### src/rtl/instruction_aligner_pkg.sv
// Shared decode definitions for the fetch-side aligner and the decoder.
// Contents:
//   parcel_t       16-bit instruction parcel (one halfword)
//   count_t        parcel buffer occupancy, 0..ParcelDepth
//   ParcelDepth    number of halfword entries in the parcel buffer
//   is_compressed  16/32-bit select from the low two bits of a parcel
package instruction_aligner_pkg;

  localparam int unsigned ParcelDepth = 4;
  localparam int unsigned CountWidth  = 3;

  typedef logic [15:0]           parcel_t;
  typedef logic [CountWidth-1:0] count_t;

  // Any parcel whose low two bits are not 2'b11 is a complete 16-bit instruction.
  function automatic logic is_compressed(parcel_t parcel);
    return parcel[1:0] != 2'b11;
  endfunction

endpackage

### src/rtl/instruction_parcel_buffer.sv
// Four-entry halfword shift queue feeding the instruction aligner.
// Ports:
//   Clk, Reset      clock and synchronous active-high reset
//   Flush           empty the queue (takes priority over pop/push)
//   PopNum          parcels removed from the head this cycle (0, 1 or 2)
//   PushNum         parcels appended this cycle (0, 1 or 2)
//   PushLo, PushHi  parcels to append, PushLo first
//   Count           current occupancy
//   Head0, Head1    the two oldest parcels
module instruction_parcel_buffer
  import instruction_aligner_pkg::*;
(
  input  logic       Clk,
  input  logic       Reset,
  input  logic       Flush,
  input  logic [1:0] PopNum,
  input  logic [1:0] PushNum,
  input  parcel_t    PushLo,
  input  parcel_t    PushHi,
  output count_t     Count,
  output parcel_t    Head0,
  output parcel_t    Head1
);

  parcel_t bufQ [ParcelDepth];
  parcel_t bufD [ParcelDepth];
  count_t  countQ;
  count_t  countD;
  count_t  base;
  count_t  baseNext;

  // Shift out popped parcels first, then append behind what remains.
  always_comb begin
    case (PopNum)
      2'd1:    bufD = '{bufQ[1], bufQ[2], bufQ[3], 16'h0000};
      2'd2:    bufD = '{bufQ[2], bufQ[3], 16'h0000, 16'h0000};
      default: bufD = bufQ;
    endcase
    base     = countQ - count_t'(PopNum);
    baseNext = base + count_t'(1);
    if (PushNum != 2'd0 && base < count_t'(ParcelDepth)) begin
      bufD[base[1:0]] = PushLo;
    end
    if (PushNum == 2'd2 && baseNext < count_t'(ParcelDepth)) begin
      bufD[baseNext[1:0]] = PushHi;
    end
    countD = base + count_t'(PushNum);
    if (Flush) begin
      countD = '0;
    end
  end

  always_ff @(posedge Clk) begin
    if (Reset) begin
      countQ <= '0;
      bufQ   <= '{default: '0};
    end else begin
      countQ <= countD;
      bufQ   <= bufD;
    end
  end

  assign Count = countQ;
  assign Head0 = bufQ[0];
  assign Head1 = bufQ[1];

endmodule

### src/rtl/instruction_aligner.sv
// Fetch-side producer for the decoder's 32-bit instruction input.
// Issues word-aligned fetches, buffers returned halfword parcels and presents one
// aligned instruction (16-bit zero-extended or 32-bit, possibly straddling words)
// per InstrValid/InstrReady handshake. Handles redirects to halfword targets.
// Ports:
//   Clk, Reset                         clock, synchronous active-high reset
//   FetchReq/FetchAddr/FetchAck        word fetch request, held until acked
//   FetchRValid/FetchRData             read response, little-endian parcels
//   RedirectValid/RedirectPC           PC redirect, bit 0 ignored
//   InstrValid/InstrReady              instruction handshake to the decoder
//   InstrOut/InstrPC/InstrCompressed   instruction, its PC and 16-bit flag
module instruction_aligner
  import instruction_aligner_pkg::*;
#(
  parameter logic [31:0] ResetVector = 32'h0000_0000
) (
  input  logic        Clk,
  input  logic        Reset,
  output logic        FetchReq,
  output logic [31:0] FetchAddr,
  input  logic        FetchAck,
  input  logic        FetchRValid,
  input  logic [31:0] FetchRData,
  input  logic        RedirectValid,
  input  logic [31:0] RedirectPC,
  output logic        InstrValid,
  input  logic        InstrReady,
  output logic [31:0] InstrOut,
  output logic [31:0] InstrPC,
  output logic        InstrCompressed
);

  logic        fetchReqQ, fetchReqD;
  logic [31:0] fetchAddrQ, fetchAddrD;
  logic [31:0] fetchPcQ, fetchPcD;
  logic        outstandingQ, outstandingD;
  logic        discardQ, discardD;
  logic        skipLowQ, skipLowD;
  logic [31:0] instrPcQ, instrPcD;

  count_t     count;
  parcel_t    head0;
  parcel_t    head1;
  parcel_t    pushLo;
  logic [1:0] popNum;
  logic [1:0] pushNum;
  logic       compressed;
  logic       instrValidInt;
  logic       fire;
  logic       accept;
  logic       issue;

  logic unusedRedirectPc0;
  assign unusedRedirectPc0 = RedirectPC[0];

  instruction_parcel_buffer u_parcel_buffer (
    .Clk     (Clk),
    .Reset   (Reset),
    .Flush   (RedirectValid),
    .PopNum  (popNum),
    .PushNum (pushNum),
    .PushLo  (pushLo),
    .PushHi  (FetchRData[31:16]),
    .Count   (count),
    .Head0   (head0),
    .Head1   (head1)
  );

  assign compressed    = is_compressed(head0);
  assign instrValidInt = (count >= count_t'(1) && compressed) ||
                         (count >= count_t'(2) && !compressed);
  assign fire          = instrValidInt && InstrReady && !RedirectValid;

  // A redirect flushes the queue, so it also suppresses any pop or append.
  assign accept  = FetchRValid && !discardQ && !RedirectValid;
  assign popNum  = fire ? (compressed ? 2'd1 : 2'd2) : 2'd0;
  assign pushNum = accept ? (skipLowQ ? 2'd1 : 2'd2) : 2'd0;
  assign pushLo  = skipLowQ ? FetchRData[31:16] : FetchRData[15:0];

  // Room for a full word is guaranteed because the queue only drains while in flight.
  assign issue = !outstandingQ && !RedirectValid && count <= count_t'(2);

  always_comb begin
    fetchReqD    = fetchReqQ;
    fetchAddrD   = fetchAddrQ;
    fetchPcD     = fetchPcQ;
    outstandingD = outstandingQ;
    discardD     = discardQ;
    skipLowD     = skipLowQ;
    instrPcD     = instrPcQ;

    if (fetchReqQ && FetchAck) begin
      fetchReqD = 1'b0;
    end
    if (FetchRValid) begin
      outstandingD = 1'b0;
      discardD     = 1'b0;
    end
    if (accept && skipLowQ) begin
      skipLowD = 1'b0;
    end
    // FetchPC advances when the address is latched; FetchAddr holds the request
    // stable, and a later redirect can overwrite FetchPC without losing its target.
    if (issue) begin
      fetchReqD    = 1'b1;
      outstandingD = 1'b1;
      fetchAddrD   = fetchPcQ;
      fetchPcD     = fetchPcQ + 32'd4;
    end
    if (fire) begin
      instrPcD = instrPcQ + (compressed ? 32'd2 : 32'd4);
    end
    if (RedirectValid) begin
      instrPcD = {RedirectPC[31:1], 1'b0};
      fetchPcD = {RedirectPC[31:2], 2'b00};
      skipLowD = RedirectPC[1];
      // A response landing this very cycle is dropped by the flush instead.
      if (outstandingQ && !FetchRValid) begin
        discardD = 1'b1;
      end
    end
  end

  always_ff @(posedge Clk) begin
    if (Reset) begin
      fetchReqQ    <= 1'b0;
      fetchAddrQ   <= {ResetVector[31:2], 2'b00};
      fetchPcQ     <= {ResetVector[31:2], 2'b00};
      outstandingQ <= 1'b0;
      discardQ     <= 1'b0;
      skipLowQ     <= ResetVector[1];
      instrPcQ     <= ResetVector;
    end else begin
      fetchReqQ    <= fetchReqD;
      fetchAddrQ   <= fetchAddrD;
      fetchPcQ     <= fetchPcD;
      outstandingQ <= outstandingD;
      discardQ     <= discardD;
      skipLowQ     <= skipLowD;
      instrPcQ     <= instrPcD;
    end
  end

  assign FetchReq        = fetchReqQ;
  assign FetchAddr       = fetchAddrQ;
  assign InstrValid      = instrValidInt;
  assign InstrPC         = instrPcQ;
  assign InstrCompressed = instrValidInt && compressed;

  always_comb begin
    InstrOut = '0;
    if (instrValidInt) begin
      InstrOut = compressed ? {16'h0000, head0} : {head1, head0};
    end
  end

endmodule

### config.mk
export PLATFORM = sky130hd
export DESIGN_NAME = instruction_aligner
export DESIGN_NICKNAME = d
export VERILOG_FILES = /design/src/rtl/instruction_aligner_pkg.sv /design/src/rtl/instruction_parcel_buffer.sv /design/src/rtl/instruction_aligner.sv
export SDC_FILE = /design/constraint.sdc
export NUM_CORES = 1
export LEC_CHECK = 0
export ABC_AREA = 0
export CELL_PAD_IN_SITES_DETAIL_PLACEMENT = 0
export CELL_PAD_IN_SITES_GLOBAL_PLACEMENT = 1
export CORE_ASPECT_RATIO = 1.25
export CORE_MARGIN = 2
export CORE_UTILIZATION = 39
export DETAILED_ROUTE_END_ITERATION = 12
export PLACE_DENSITY_LB_ADDON = 0.1
export SLEW_MARGIN = 0
export SYNTH_ARGS = -nofsm -noshare
export SYNTH_HDL_FRONTEND = slang
export SYNTH_HIERARCHICAL = 1
export SYNTH_SLANG_ARGS = --single-unit
### constraint.sdc
create_clock -name Clk -period 4.5 [get_ports Clk]
set_input_delay 0.9 -clock Clk [delete_from_list [all_inputs] [get_ports Clk]]
set_output_delay 0.9 -clock Clk [all_outputs]
set_load 0.1 [all_outputs]
* After elaboration in Yosys (flattened, before gate mapping) *
Cells that the tools add are included.

word-level totals
  memory bits (writable) = 0
  output and inout bits = 99
  bits in latches = 0
  memories kept = 0
  word-level logic and storage cells = 93
  memory bits (read-only) = 0
  register bits = 167
  bits of input ports = 70

operators by class
  shifts and indexed selects = 0
  $lt $le $gt $ge = 9
  divide/modulo/power cells = 0
  $add $sub $neg = 5
  mux-type cells = 30
  $mul = 0
  bitwise logic cells = 2
  equal/unequal tests = 4
  reduce and logical (&&, ||, !) cells = 29

operator list
  operator                 count
  $mux W32                 6
  $bwmux W64               2
  $mux W64                 2
  $pmux W64 S2             1
  $demux W16 S2            2
  $mux W16                 3
  $add A32 B3 Y32          1
  $add A32 B3 Y32 const B  1
  $logic_and A1 B1 Y1      16
  $reduce_bool A2 Y1       6
  $mux W1                  9
  $mux W2                  4
  $ge A3 B3 Y1 const B     2
  $lt A3 B1 Y1 const B     2
  $lt A3 B3 Y1 const B     2
  $not A2 Y3               2
  $logic_not A1 Y1         5
  $eq A2 B2 Y1 const B     2
  $add A3 B1 Y3 const B    1
  $add A3 B2 Y3            1
  $ge A3 B1 Y1 const B     1
  $ge A3 B2 Y1 const B     1
  $le A3 B2 Y1 const B     1
  $mux W3                  1
  5 further kinds          5

* Logic depth before layout (Yosys ltp) *
  word-level depth = 17
  mapped depth = 14

* Hierarchy *
The synthesis kept the hierarchy.

by module, submodules not included
  module                     sequential area each (µm²)  times used  cells each  area each (µm²)
  instruction_aligner        1901.8                      1           640         5158.7
  instruction_parcel_buffer  1341.3                      1           455         3912.5

* Least setup slack after synthesis *
No wires, ideal clock.

  kind = input to register
  from = in RedirectValid
  to = reg u_parcel_buffer.bufQ, in the netlist u_parcel_buffer/Head0[10]
  path buffers = 4
  data arrival time = 3.599 ns
  stages on the path = 12
  required time = 4.409 ns
  setup slack = 0.810 ns
  path through = clkbuf_1 inv_1 clkbuf_1 clkbuf_1 and3_1 ha_1 fa_1 xor2_2 nor2_1 clkbuf_1 nand2_1 a311oi_1

on the way
  cells in the longest elaborated chain, start to end = 13

RTL lines
  element                                                line                             text
  start, declared                                        instruction_aligner.sv:24        input logic RedirectValid,
  $logic_not A1 Y1 (*)                                   instruction_aligner.sv:72        assign fire = instrValidInt && InstrReady && !RedirectValid;
  $logic_and A1 B1 Y1 (*)                                instruction_aligner.sv:72
  $mux W2 (*)                                            instruction_aligner.sv:76        assign popNum = fire ? (compressed ? 2'd1 : 2'd2) : 2'd0;
  via popNum[0]                                          instruction_aligner.sv:45        logic [1:0] popNum;
  branches (longest 9 deep; another with $sub A3 B2 Y3)  --
  $mux W64 (*)                                           instruction_parcel_buffer.sv:44  if (PushNum == 2'd2 && baseNext < count_t'(ParcelDepth)) begin
  end signal, assigned                                   instruction_parcel_buffer.sv:59  bufQ <= bufD;
  end, declared                                          instruction_parcel_buffer.sv:25  parcel_t bufQ [ParcelDepth];

Mark *: on every way through the listed nets, which the timed path passes.
A chain may end at the register's enable or synchronous reset.

* Worst setup path after layout *
  from = in InstrReady
  to = reg u_parcel_buffer/bufQ[0] in the netlist's numbering

on the way
  cells in the longest elaborated chain, start to end = 13

RTL lines
  element                                                line                             text
  start, declared                                        instruction_aligner.sv:27        input logic InstrReady,
  $logic_and A1 B1 Y1 (*) (2 in series)                  instruction_aligner.sv:72
  $mux W2 (*)                                            instruction_aligner.sv:76
  via popNum[0]                                          instruction_aligner.sv:45
  branches (longest 9 deep; another with $sub A3 B2 Y3)  --
  $mux W64 (*)                                           instruction_parcel_buffer.sv:44

Marked as above.

==> results.yml <==
run_status:
  status: "completed"
detailed_routing:
  routedWlPerCell_um: 20.0
  drtIter0Drc: 591
  dr.pass1.iters: 6
  drc: 0
  ant_nets: 0
  wl_mm: 29.8
  dr_total_vias: 8658
  viasPerCell: 5.79
sta:
  finalHoldViolations: 0
  rsz0062_at_grt: "no"
  min_period_ps: 3640
  period_share_pct: 80.9
  slew_headroom_pct: 17.6
  skew_ps: 18.3
  max_freq_ghz: 0.275
  worst_pin_slew_ps: 1230
  setup_tns_ps: 0
  setup_viol: 0
  drv_slew: 0
cts:
  cts_buffers: 17
  clock_path_buffers: 2
  cts_resized: 0
  ctsHoldBuffers: 0
  cts-root-buf: "clkbuf_16"
  insertion_delay_ps: 440
  cts_setup_buffers: 0
  cts-htree-levels: 4
  cts_tree: "done"
  clkTransAtPathRegs_ps: 70
  cts_sinks: 162
logic_synthesis:
  netlist_area_um2: 9070
  yosysSeqAreaShare_pct: 35.8
  synth.distinct_cells: 62
  async_flop_share_pct: 0
  synth-edff-count: 0
  synth_ff_type: "dfxtp_1"
  syn_inst: 1095
  ys_warn_count: 6
  syn_avg_cell_area_um2: 8.28
  synth_seq_cells: 162
setup_path:
  crit_required_ps: 4850
  r2r_slack_ps: 900
  r2r_start: "u_parcel_buffer/Head0[1]$_SDFF_PP0_"
  crit_top_cell: "and3_1"
  start_kind: "input port"
  cp_cell_sequence: "clkdlybuf4s50_1 > o21a_1 > and3_1 > ha_1 > fa_1 > xnor2_2 > buf_4 > and3_1 > a221oi_1 > nor3_1"
  endpoint: "u_parcel_buffer/bufQ[0]$_SDFF_PP0_"
  cp_top_family: "simple AND/OR/NAND/NOR gates"
  path_depth: 10
  slowest_delay_ps: 660
  path_max_fanout: 16
  critPathArrivalTime_ps: 3990
  crit_start: "InstrReady"
  worstReg2RegEnd: "u_parcel_buffer/bufQ[0]$_SDFF_PP0_"
  crit_type: "in2reg"
  crit_slowest_cell: "and3_1"
  critPathBufInv: 2
  endpoint_kind: "flip-flop"
  worstRegToRegCells: 10
floorplan:
  die-height_um: 175
  die_area_um2: 24500
  num_io_pins: 169
  initial_utilization_pct: 39.6
  std_cell_rows: 62
  core_area_um2: 22900
  die_w_um: 140
cells_and_area:
  antenna_cells: 0
  mostFrequentLayoutCells: "162 x dfxtp_1, 131 x nand2_1, 129 x clkdlybuf4s50_1"
  utilization_pct: 49.0
  final_common_cell: "dfxtp_1"
  drive_gt1_share_pct: 10.9
  fin_nets: 1273
  area_growth_pct: 23.5
global_routing:
  grt_max_degree: 83
  grt_pass1_wl_mm: 47.5
  grt_overflow: 0
  grt_pass1_vias: 8442
  antenna_found_initial: 0
  grt_use_total_pct: 24.3
pwr:
  ir_drop_mv: 0.259
  power_per_cell_area_nw_per_um2: 342
  leakage_nw: 4.13
placed_design:
  io_buffers: 164
  gp_congestion: 0.820
  hpwl_mm: 20.2
run:
  drv_cap: 0
worst_hold_path:
  worstHoldPathType: "reg2reg"
-- sequential cells by signal, indices dropped and copies added (netlist names) --
register	cells
u_parcel_buffer/bufQ	32
InstrPC	31
fetchPcQ	30
u_parcel_buffer/Head1	16
FetchAddr	30
outstandingQ	1
FetchReq	1
skipLowQ	1
u_parcel_buffer/Count	3
u_parcel_buffer/Head0	16
discardQ	1
-- kinds of logic after synthesis --
logic type / Yosys count / synth area share (%)
multiplexers: 34 / 3.97
adder cells (fa/ha/maj): 9 / 1.41
AO/OA/AOI/OAI: 290 / 23.6
flip-flops: 162 / 35.8
buffers and inverters: 150 / 8.12
XOR/XNOR: 44 / 4.41
other: 1 / 0.0413
AND/OR/NAND/NOR: 405 / 22.7
-- power breakdown --
group	switching (mW)	internal [mW]	total, mW
clock	0.671	0.783	1.45
combinational	0.517	0.249	0.766
sequential	0.0923	1.52	1.61
-- worst min-delay path by stage --
stage                                from                          to  slack (ps)  depth (start not counted)
2_1_floorplan   fetchPcQ[31]$_SDFFE_PP0P_  FetchAddr[31]$_SDFFE_PP0P_         440                          2
3_3_place_gp   FetchAddr[29]$_SDFFE_PP0P_  FetchAddr[29]$_SDFFE_PP0P_         440                          2
3_5_place_dp   FetchAddr[27]$_SDFFE_PP0P_  FetchAddr[27]$_SDFFE_PP0P_         450                          2
4_1_cts         FetchAddr[7]$_SDFFE_PP0P_   FetchAddr[7]$_SDFFE_PP0P_         460                          2
5_1_grt        FetchAddr[13]$_SDFFE_PP0P_  FetchAddr[13]$_SDFFE_PP0P_         470                          2
6_report       FetchAddr[23]$_SDFFE_PP0P_  FetchAddr[23]$_SDFFE_PP0P_         450                          2
-- cell usage after synthesis, types with 29 or more instances --
| master | count | area, um^2 |
|---|---|---|
| nor3_1 | 32 | 160 |
| o211ai_1 | 34 | 255 |
| clkbuf_1 | 62 | 233 |
| a311oi_1 | 34 | 298 |
| nor2_1 | 73 | 274 |
| nand2_1 | 131 | 492 |
| a21boi_0 | 29 | 218 |
| a21oi_1 | 64 | 320 |
| buf_4 | 37 | 278 |
| a221o_1 | 32 | 320 |
| dfxtp_1 | 162 | 3240 |
| inv_1 | 33 | 124 |
| nand4_1 | 31 | 194 |
-- per-layer routing --
layer / share of wire (%) / wire length, um / GRT usage (%)
met1: 43 / 12900 / 30.5
met2: 50 / 14800 / 42.2
met3: 4.4 / 1310 / 3.42
met4: 2.7 / 797 / 9.09
met5: 0 / 0 / 0
-- metrics by stage --
stage                     power (mW)  instances  setup slack (ps)  instance area, um^2  hold slack [ps]
after floorplan                 2.19       1097               810                 9080              444
after global placement          2.41       1463               457                10600              443
after detailed placement        2.41       1463               421                10600              447
after CTS                       3.87       1495               847                11200              458
after global routing            3.98       1495               693                11200              472
final                           3.83       1495               862                11200              454
-- cell type report --
type                       instances  area, um^2
multi-input combinational        785        5100
sequential                       162        3240
tap                              288         360
timing repair buffer             195        1800
clock buffer                      19         433
inverter                          33         124
fill                            2266       11700
clock inverter                    13         144
-- tightest hold or removal path: stages (launching register included) --
cell and delay (ps):
dfxtp_1 310, nand2_1 50, a21oi_1 50
(Power assumes the default switching activity.)
==> RTL change 1 (config.mk and constraints unchanged) <==
Change the package constant `CountWidth` from 3 to 6.
--- a/src/rtl/instruction_aligner_pkg.sv
+++ b/src/rtl/instruction_aligner_pkg.sv
@@ -7,7 +7,7 @@
 package instruction_aligner_pkg;
 
   localparam int unsigned ParcelDepth = 4;
-  localparam int unsigned CountWidth  = 3;
+  localparam int unsigned CountWidth  = 6;
 
   typedef logic [15:0]           parcel_t;
   typedef logic [CountWidth-1:0] count_t;
Behaviour: same outputs for any inputs over 4 cycles, from zero or initial values and one cycle with Reset high; that may be too few to reach the edited logic, so the function may still have changed.
==> RTL change 1 against the unedited design <==
- total power is 10% higher
- synthesized area up 9.4%
- design area is 8.7% higher
- routed wire length rose by 16%
- combinational power grew 41%
- highest routed layer unchanged
- worst setup slack worse by 370 ps
- sequential cell count up 3
- count of clock-buffer cells in the layout increased by 3
- cell count increased by 13%
==> RTL change 1: results (changes against the unedited design) <==
* Outcome: finished, final reports clean
* Port Buffers at 164 (unchanged)
* Worst min-delay path class: flop to flop
* Post-synth ARST share at 0 (unchanged)
* Max incr delay on CP at 740 ps (+80 ps)
* Largest net degree at the start of global routing at 53 (-36%)
* Cts bufs inserted at 17 (unchanged)
* Reg clk slew, reported paths at 70 ps (about the same)
* Number of fillers in the final layout at 2511 (+11%)
* Vias in the first global route at 9458 (+12%)
* Crit-path leading delay family: simple AND/OR/NAND/NOR gates
* Slowest cell on the critical path: nor4_4
* Most instantiated cells after synthesis: dfxtp_1 (165), nand2_1 (152), clkbuf_1 (89), a21oi_1 (88), o21ai_0 (78)
* H-tree levels at 4 (unchanged)
* First-pass GRT wire length at 53600 µm (+13%)
* Routability congestion estimate at 0.835 (+1.8%)
* Antenna violations before repair at 0 (unchanged)
* Root buffer cell: clkbuf_16
* Synth cell types at 76 (+23%)
* Worst Tran Pin Value at 993 ps (-241 ps)
* Router iterations before antenna repair at 5 (-1)
* Clock Path Buffers at 2 (unchanged)
* Register name with the most flops: u_parcel_buffer/bufQ
* Vias at 9797 (+13%)
* Seq/Total Area, Yosys at 0.333 (-0.0247)
* Final #Nets at 1417 (+11%)
* Arrival time of the worst setup path at 4380 ps (+390 ps)
* Final HPWL DP at 23900 µm (+18%)
* Wire per inst at 20.5 µm (+2.5%)
* DR iter-0 viols at 767 (+30%)
* Total GRT Usage at 0.254 (+0.0106)
* CTS-repair resized insts at 0 (unchanged)
* Worst skew pair latency at ~450 ps
* Synth warn at 6 (unchanged)
* Layout cells sized above 1 at 0.109 (+0.000436)
* Worst vdd ir at 0.259 mV (about the same)
* Largest register FFs at 32 (unchanged)
* Top post-synthesis cells by area: dfxtp_1 (33%), nand2_1 (5.7%), a21oi_1 (4.4%), o21ai_0 (3.9%), clkbuf_1 (3.4%)
* Leak at 4.11 nW (-0.31%)
* Post-CTS setup buffers at 0 (unchanged)
* Antenna cells at 0 (unchanged)
* Worst reg-to-reg setup slack at 490 ps (-410 ps)
* Clock skew at 13.0 ps (-5.30 ps)
* CP Max Fanout at 16 (unchanged)
==> RTL change 1: cells by family after synthesis <==
logic type | share of synthesized area
simple gates | 0.237
mux | 0.0395
compound gates | 0.261
flops | 0.333
other cells | 0.000378
xor+xnor | 0.0291
fa+ha+maj | 0.0154
buf+inv | 0.0841
==> RTL change 1: area by class of cell <==
type	count	area share
timing repair buffer	207	0.161
tap	335	0.0344
sequential	165	0.271
clock buffer	22	0.0398
clock inverter	10	0.00791
inverter	24	0.00740
multi-input combinational	921	0.478
==> RTL change 1: tightest hold or removal path, delay by kind of cell, from the launching register on <==
family          cells  cell delay (ps)
simple gates        1               50
flops               1              310
compound gates      1               50
==> RTL change 1: through the flow <==
| stage | std cells | util | cell area, µm² | setup WS [ps] | hold WS [ps] |
|---|---|---|---|---|---|
| 3_5_place_dp | 1652 | 0.461 | 11600 | 133 | 446 |
| 2_1_floorplan | 1261 | - | 9930 | 422 | 441 |
| 5_1_grt | 1684 | 0.484 | 12200 | 155 | 474 |
| 4_1_cts | 1684 | 0.484 | 12200 | 503 | 455 |
| 6_report | 1684 | 0.484 | 12200 | 488 | 453 |
| 3_3_place_gp | 1652 | 0.461 | 11600 | 180 | 444 |
==> RTL change 1: where the power goes <==
group | switching (W) | leakage [nW] | internal, W
clock | 0.000652 | 0.275 | 0.000823
combinational | 0.000734 | 2.49 | 0.000347
sequential | 0.000108 | 1.35 | 0.00156
==> RTL change 1: per-layer routing <==
metal	vias up	routed length, µm	GRT usage
li1	4772	-	-
met3	55	1500	0.0395
met2	278	17400	0.451
met5	-	0	0
met4	0	1080	0.0967
met1	4692	14500	0.307
==> RTL change 1: final timing paths <==
path | startpoint | to | depth (start not counted)
worst min-delay path | FetchAddr[6] | FetchAddr[6] | 2
worst max register to register | u_parcel_buffer/Count[4] | u_parcel_buffer/bufQ[27] | 13
worst min register to register | FetchAddr[6] | FetchAddr[6] | 2
worst max-delay path | u_parcel_buffer/Count[4] | u_parcel_buffer/bufQ[27] | 13
==> RTL change 2 (same settings) <==
Without the edit above. Reset style: asynchronous (`Reset`), changed in 2 clocked blocks. Comments in the files are not updated.
--- a/src/rtl/instruction_parcel_buffer.sv
+++ b/src/rtl/instruction_parcel_buffer.sv
@@ -50,7 +50,7 @@
     end
   end
 
-  always_ff @(posedge Clk) begin
+  always_ff @(posedge Clk or posedge Reset) begin
     if (Reset) begin
       countQ <= '0;
       bufQ   <= '{default: '0};
--- a/src/rtl/instruction_aligner.sv
+++ b/src/rtl/instruction_aligner.sv
@@ -121,7 +121,7 @@
     end
   end
 
-  always_ff @(posedge Clk) begin
+  always_ff @(posedge Clk or posedge Reset) begin
     if (Reset) begin
       fetchReqQ    <= 1'b0;
       fetchAddrQ   <= {ResetVector[31:2], 2'b00};
Formal check against the unedited RTL: differs if Reset is asserted again (counterexample within 4 cycles, from zero or initial values and one cycle with Reset high); with Reset held inactive, the same outputs for 4 cycles.
==> RTL change 2 against the unedited design <==
- routed wire length rose by 2.9%
- synthesized area rose by 5.3%
- via count fell by 1.8%
- count of clock-buffer cells in the layout fell by 1
- sequential cell count did not move
- worst setup slack improved by 150 ps
- design area rose by 5.0%
- highest routed layer unchanged
Power is not compared: it rests on default switching activity, and its combinational part moved more than twofold at a synthesized area within 25%.
==> RTL change 2: results (changes against the unedited design) <==
* Routing usage on met2 at 0.412 (-0.0105)
* Total GRT Usage at 0.239 (-0.00414)
* Met1 WL at 13100 µm (+2.0%)
* Comb_multi_in at 822 (+4.7%)
* CP Max Fanout at 18 (+2)
* Clock skew at 14.6 ps (-3.65 ps)
* Most instantiated cells after synthesis: nand2_1 (250), dfrtp_1 (162), o21ai_0 (72), nor2_1 (63), clkbuf_1 (57)
* Cell Count Post-Placement at 1518 (+3.8%)
* Met3 Wirelength at 1280 µm (-2.8%)
* Largest net degree at the start of global routing at 97 (+17%)
* Share of cell area taken by multi-input logic gates at 0.415 (-0.0407)
* Top post-synthesis cells by area: dfrtp_1 (42%), nand2_1 (9.8%), o21ai_0 (3.8%), a31oi_1 (3.6%), mux2_2 (3.5%)
* Seq/Total Area, Yosys at 0.425 (+0.0671)
* Finished Layout Cells at 1550 (+3.7%)
* Layout non-clock buf frac at 0.149 (-0.0117)
* Layout cells sized above 1 at 0.115 (+0.00622)
* Final WS setup at 1010 ps (+151 ps)
* Final HPWL DP at 21000 µm (+3.8%)
* DR iter-0 viols at 544 (-8.0%)
* Router iterations before antenna repair at 5 (-1)
* Routability congestion estimate at 0.789 (-3.9%)
* Clock buffer count at 18 (-1)
* Slowest cell on the critical path: a21oi_2
* Worst min-delay path endpoint: FetchAddr[14]
* DR WL met2 at 15400 µm (+3.8%)
* Number of non-clock inverters in the layout at 17 (-48%)
* Post-synth ARST share at 1.00 (+1.00)
* Reg2Reg Depth at 10 (unchanged)
* Clock buf/inv share at 0.0514 (-0.000124)
* Reg-to-Reg End: u_parcel_buffer/bufQ[29]
* Final #Nets at 1286 (+1.0%)
* Hold_ws at 473 ps (+19.3 ps)
* Outcome: finished, final reports clean
* Worst reg-to-reg setup slack at 1270 ps (+370 ps)
* HP Start: FetchAddr[14]
* Slew margin rel. at 0.305 (+0.130)
* Vias per cell at 5.48 (-5.3%)
* # clock sinks at 162 (unchanged)
* Number of non-clock buffers at 187 (-4.1%)
* Arrival time of the worst setup path at 2590 ps (-1400 ps)
* Leak at 5.05 nW
* DP Area at 11200 µm² (+5.0%)
* Capture point of the critical path: InstrOut[11]
* Most numerous cell in the Yosys netlist: nand2_1
* Seq/total area at 0.345 (+0.0551)
* Wire per inst at 19.8 µm (-0.72%)
* Dpl ws at 659 ps (+239 ps)
* Worst Setup SP: u_parcel_buffer/Count[2]
* Multi-input logic area at 4880 µm² (-4.4%)
* Mean Syn Cell Area at 8.60 µm² (+3.8%)
* Die area at 25800 µm² (+5.1%)
* Max incr delay on CP at 590 ps (-70 ps)
* GR Util met3 at 0.0326 (-0.00157)
* M1 GR Usage at 0.304 (-0.000582)
* Vias in the first global route at 8060 (-4.5%)
-- RTL change 2: cell types whose count changed after synthesis, sizes merged, moves of 24 or more --
cell	before	now
dfrtp	0	162
a21boi	29	4
a221o	32	2
o211ai	34	10
nor3	35	9
nand2	131	250
o21ai	25	74
a21oi	64	12
a31oi	4	55
a22oi	0	34
dfxtp	162	0
a311oi	34	0
-- RTL change 2: logic make-up (layout without fill, tap and decap cells) --
| family | count (synthesis) | in the layout | share of synthesized area |
|---|---|---|---|
| other cells | 1 | 3 | 0.000393 |
| buf+inv | 128 | 236 | 0.0679 |
| fa+ha+maj | 10 | 10 | 0.0144 |
| simple gates | 502 | 502 | 0.253 |
| xor+xnor | 35 | 35 | 0.0329 |
| mux | 49 | 49 | 0.0553 |
| flops | 162 | 162 | 0.425 |
| compound gates | 223 | 223 | 0.152 |
-- RTL change 2: where the power goes --
part,switching (W),internal [W],total [W]
clock network,0.000663,0.000851,0.00151
registers,0.000431,0.00195,0.00238
logic,0.00288,0.00109,0.00397
